**config.mk**
```make
export PLATFORM = sky130hd
export DESIGN_NAME = ram_stream_reader
export DESIGN_NICKNAME = d
export VERILOG_FILES = /design/src/rtl/ram_stream_reader.sv
export SDC_FILE = /design/constraint.sdc
export NUM_CORES = 1
export LEC_CHECK = 0
export ABC_CLOCK_PERIOD_IN_PS = 4200
export CAP_MARGIN = 20
export CORE_ASPECT_RATIO = 0.5
export CORE_UTILIZATION = 45
export CTS_CLUSTER_DIAMETER = 80
export DETAILED_ROUTE_END_ITERATION = 8
export PLACE_DENSITY = 0.7
export SLEW_MARGIN = 20
export SYNTH_ARGS = -nofsm -noshare
export SYNTH_HDL_FRONTEND = slang
export SYNTH_SLANG_ARGS = --single-unit
export TNS_END_PERCENT = 30
```
**constraint.sdc**
```tcl
create_clock -name clk -period 4.2 [get_ports clk]
set_input_delay 0.42 -clock clk [delete_from_list [all_inputs] [get_ports clk]]
set_output_delay 0.42 -clock clk [all_outputs]
set_load 0.01 [all_outputs]
```
**src/rtl/ram_stream_reader.sv**
```systemverilog
// Streams a burst of words out of a synchronous-read RAM onto a valid/ready
// interface. A 2-entry FIFO absorbs the one-cycle RAM latency under backpressure.
module ram_stream_reader #(
  parameter int RAM_WIDTH = 8,
  parameter int ADDR_SIZE = 10
) (
  input  logic                 clk,
  input  logic                 rst,
  input  logic                 start,
  input  logic [ADDR_SIZE-1:0] base_add,
  input  logic [ADDR_SIZE:0]   length,
  input  logic                 abort,
  output logic                 rd_en,
  output logic [ADDR_SIZE-1:0] rd_add,
  input  logic [RAM_WIDTH-1:0] ram_data,
  output logic [RAM_WIDTH-1:0] m_data,
  output logic                 m_valid,
  input  logic                 m_ready,
  output logic                 m_last,
  output logic                 busy,
  output logic                 done
);
  localparam int CW = ADDR_SIZE + 1;

  typedef enum logic [1:0] {IDLE, READ, DRAIN, FINISH} state_t;
  state_t state, state_nxt;

  logic [ADDR_SIZE-1:0] base_q;
  logic [CW-1:0]        len_q, issued, xfered;
  logic                 in_flight;
  logic [RAM_WIDTH-1:0] fifo [2];
  logic                 wr_ptr, rd_ptr;
  logic [1:0]           count, occ;
  logic                 xfer, flush, accept;

  assign occ     = count + {1'b0, in_flight};
  assign m_valid = (count != 2'd0);
  assign xfer    = m_valid && m_ready;
  assign m_data  = m_valid ? fifo[rd_ptr] : '0;
  // Extra bit keeps xfered+1 from wrapping before the compare.
  assign m_last  = m_valid &&
                   (({1'b0, xfered} + {{CW{1'b0}}, 1'b1}) == {1'b0, len_q});
  assign rd_add  = rd_en ? (base_q + issued[ADDR_SIZE-1:0]) : '0;
  assign flush   = abort && (state == READ || state == DRAIN);
  assign accept  = (state == IDLE) && start && !abort;

  always_comb begin
    state_nxt = state;
    rd_en     = 1'b0;
    busy      = (state != IDLE);
    done      = (state == FINISH);
    case (state)
      IDLE:
        if (accept) state_nxt = (length == '0) ? FINISH : READ;
      READ:
        if (abort) state_nxt = IDLE;
        else if ((issued < len_q) &&
                 (occ <= 2'd1 || (occ == 2'd2 && xfer))) begin
          rd_en = 1'b1;
          if ((issued + CW'(1)) == len_q) state_nxt = DRAIN;
        end
      DRAIN:
        if (abort) state_nxt = IDLE;
        else if (xfer && m_last) state_nxt = FINISH;
      FINISH:
        state_nxt = IDLE;
      default:
        state_nxt = IDLE;
    endcase
  end

  always_ff @(posedge clk or posedge rst) begin
    if (rst) begin
      state     <= IDLE;
      base_q    <= '0;
      len_q     <= '0;
      issued    <= '0;
      xfered    <= '0;
      in_flight <= 1'b0;
      fifo[0]   <= '0;
      fifo[1]   <= '0;
      wr_ptr    <= 1'b0;
      rd_ptr    <= 1'b0;
      count     <= 2'd0;
    end else begin
      state <= state_nxt;
      if (accept) begin
        base_q <= base_add;
        len_q  <= length;
        issued <= '0;
        xfered <= '0;
      end
      if (rd_en) issued <= issued + CW'(1);
      if (xfer)  xfered <= xfered + CW'(1);
      if (flush) begin
        in_flight <= 1'b0;
        count     <= 2'd0;
        wr_ptr    <= 1'b0;
        rd_ptr    <= 1'b0;
      end else begin
        // RAM data lands one cycle after its read was issued.
        in_flight <= rd_en;
        if (in_flight) begin
          fifo[wr_ptr] <= ram_data;
          wr_ptr       <= ~wr_ptr;
        end
        if (xfer) rd_ptr <= ~rd_ptr;
        count <= count + {1'b0, in_flight} - {1'b0, xfer};
      end
    end
  end
endmodule

```
==> metrics <==
CTS Buffer Depth=2; Worst setup SP type=register; Seq/Total Area, Yosys=37.5%; Async SR Flop Fraction=100%; critical path class=reg -> out; number of synthesized flops with an enable pin=0; post-synthesis cell count=456; worst hold stages=1; run status=finished with violations; Post-Syn Area=4410 µm²; vias in the first global route=3361; critical-path maximum fanout=7; total track usage=21.3%; final worst-path cycle share=87.5%; clock power share=20.3%; IO Port Bufs=56; CTS HTree Levels=3; headroom to the max-slew limit=32.8%; FF+latch count, synth=66; Fillers=834; Max Freq=272 MHz; Final Max Slew Viols=0; Leak=2.35 nW; core area=9480 µm²; WL per Instance=15.5 µm; Vias=3557; grt ovf=0; Tmin final=3670 ps; Final setup viols=0; Peak supply drop=0.284 mV; WP data arrival=3250 ps; Worst R2R Path Depth=11; worst hold endpoint=fifo[3]$_DFFE_PP0P_; Final WS setup=525 ps; DR iter-0 viols=230; clock sinks=66; combinational group share of total power=45.9%; FF+latch area=1650 µm²; worst reg2reg startpoint=count[1]$_DFF_PP0_; DR vias/cell=5.50; most frequent cells in the layout=66 x dfrtp_1, 56 x clkdlybuf4s50_1, 37 x mux2_2; I/O pin cnt=57; failing checks=design-rule violations; internal power=2.10 mW; total CTS buffers=9; Initial Util=46.5%; most frequent CP cell=a21o_1; Worst Hold Launch=fifo[3]$_DFFE_PP0P_; crit path cell chain=inv_1, ha_1, a21o_1, a21o_1, a211o_1, or3_1, a221oi_1, o41ai_1, a41oi_1, clkdlybuf4s50_1; Post-CTS Setup Repair Bufs=0; commonest non-fill, non-tap cell in the layout=dfrtp_1; row count=25; DR DRC count=2; Detailed Routing Iterations Pass 1=6; Nets=572; CTS resizes=0; Fin Setup TNS=0 ps; reg-to-reg endpoint=issued[7]$_DFFE_PP0P_; Final ANT Viol Nets=0; Final Hold Fails=0; endpoint type of the worst setup path=output pin; syn nets=520; Antenna diodes=0; initial antenna violation count=0; Sw Share=37.7%; synth unique cells=64; CP peak stage delay=560 ps; global-route wire length before repair=16.7 mm; clk slew on worst S/H paths=50 ps; Yosys warning total=0; worst clock skew=11.5 ps; largest net degree at the start of global routing=52; Clock Latency Late Sink=330 ps; Synth Flop Type=dfrtp_1; Mean Syn Cell Area=9.67 µm²; die area=10200 µm²; Hold Crit Class=reg -> reg; Reg2Reg Setup Slack=1210 ps; Die Ht=72.0 µm; P per Cell Area=627 nW/µm²; slowest stage cell, crit path=clkdlybuf4s50_1; layout cells sized above 1=13.7%; Post-DP HPWL=7.43 mm; DP Worst Slack=806 ps; Switch Pwr=1.27 mW; Multi-input gate area=2560 µm²; synthesis-to-finish area growth=21.9%; Chip Width=142 µm; unrepaired setup endpoints after global routing=false; Worst Path Required=3780 ps; Max-Cap Viols=0; CTS tree=yes; Worst-Margin Slew=1000 ps; CTS Hold Buffers Added=0; GPL Wtd Cong=0.863; final wirelength=10.0 mm; CTS Root Cell=clkbuf_16; sequential power share=33.8%
-- final cells by class --
type                       instances  share of cell area [%]
timing repair buffer              63                    11.4
tap                              135                    3.14
inverter                          27                    1.93
clock buffer                      12                    4.77
clock inverter                     3                   0.279
sequential                        66                    30.7
multi-input combinational        341                    47.7
-- metrics by stage --
stage | std cells | util, % | total power [mW] | cell area (µm²) | hold slack [ps]
after floorplan | 456 | - | 2.20 | 4410 | 479
after global placement | 632 | 53.8 | 2.66 | 5100 | 488
after detailed placement | 632 | 53.8 | 2.69 | 5100 | 495
after CTS | 647 | 56.7 | 3.39 | 5370 | 507
after global routing | 647 | 56.7 | 3.64 | 5370 | 514
final | 647 | 56.7 | 3.37 | 5370 | 503
-- metal layers --
metal / routed length (µm) / track usage [%] / share of wire, %
met1: 5100 / 30.2 / 51
met2: 4420 / 32.8 / 44
met3: 409 / 5.28 / 4.1
met4: 108 / 5.73 / 1.1
met5: 0 / 0 / 0
-- synth_stat cells (10+ instances only) --
master    number  share of area (%)
dfrtp_1       66                 37
mux2_2        37                9.5
nor2_1        32                2.7
ha_1          29                8.2
inv_1         24                2.0
o21ai_0       24                2.7
nand2_1       21                1.8
xnor2_1       21                4.2
a21oi_1       20                2.3
nand3_1       17                1.9
clkbuf_1      16                1.4
xor2_1        16                3.2
o21ai_1       10                1.1
-- critical path, delay by kind of cell (launching register included) --
| family | cells | cell delay (ps) |
|---|---|---|
| AO/OA/AOI/OAI | 6 | 1150 |
| flip-flops | 1 | 460 |
| adder cells (fa/ha/maj) | 1 | 300 |
| buffers and inverters | 2 | 640 |
| AND/OR/NAND/NOR | 1 | 370 |
-- worst max path at each step --
stage | cells after the start | slack (ps) | endpoint | from
2_1_floorplan | 10 | 1350 | rd_add[9] | len_q[8]$_DFFE_PP0P_
3_3_place_gp | 10 | 810 | rd_add[9] | m_ready
3_5_place_dp | 10 | 810 | rd_add[9] | m_ready
4_1_cts | 10 | 520 | rd_add[9] | len_q[8]$_DFFE_PP0P_
5_1_grt | 10 | 230 | rd_add[9] | len_q[8]$_DFFE_PP0P_
6_report | 10 | 530 | rd_add[9] | len_q[8]$_DFFE_PP0P_
-- sequential cells by signal, summed over array words and instances, names as in the netlist --
signal / cells
count: 2
state: 2
fifo: 16
xfered: 11
base_q: 10
len_q: 11
rd_ptr: 1
issued: 11
in_flight: 1
wr_ptr: 1
-- power groups by stage --
stage | Clock (mW) | Combinational (mW) | Sequential, mW
detailed placement | 0 | 1.55 | 1.14
CTS | 0.697 | 1.56 | 1.14
finish | 0.683 | 1.55 | 1.14
floorplan | 0 | 1.16 | 1.03
global route | 0.727 | 1.73 | 1.18
global placement | 0 | 1.52 | 1.13
-- kinds of logic (layout without fill, tap and decap cells) --
| kind of cell | Yosys count | after routing | share of synthesized area [%] |
|---|---|---|---|
| AO/OA/AOI/OAI | 108 | 108 | 16.2 |
| flip-flops | 66 | 66 | 37.5 |
| AND/OR/NAND/NOR | 121 | 121 | 14.7 |
| adder cells (fa/ha/maj) | 30 | 30 | 8.69 |
| multiplexers | 45 | 45 | 11.3 |
| buffers and inverters | 49 | 105 | 4.37 |
| XOR/XNOR | 37 | 37 | 7.35 |
Power figures use the tool's default switching activity.
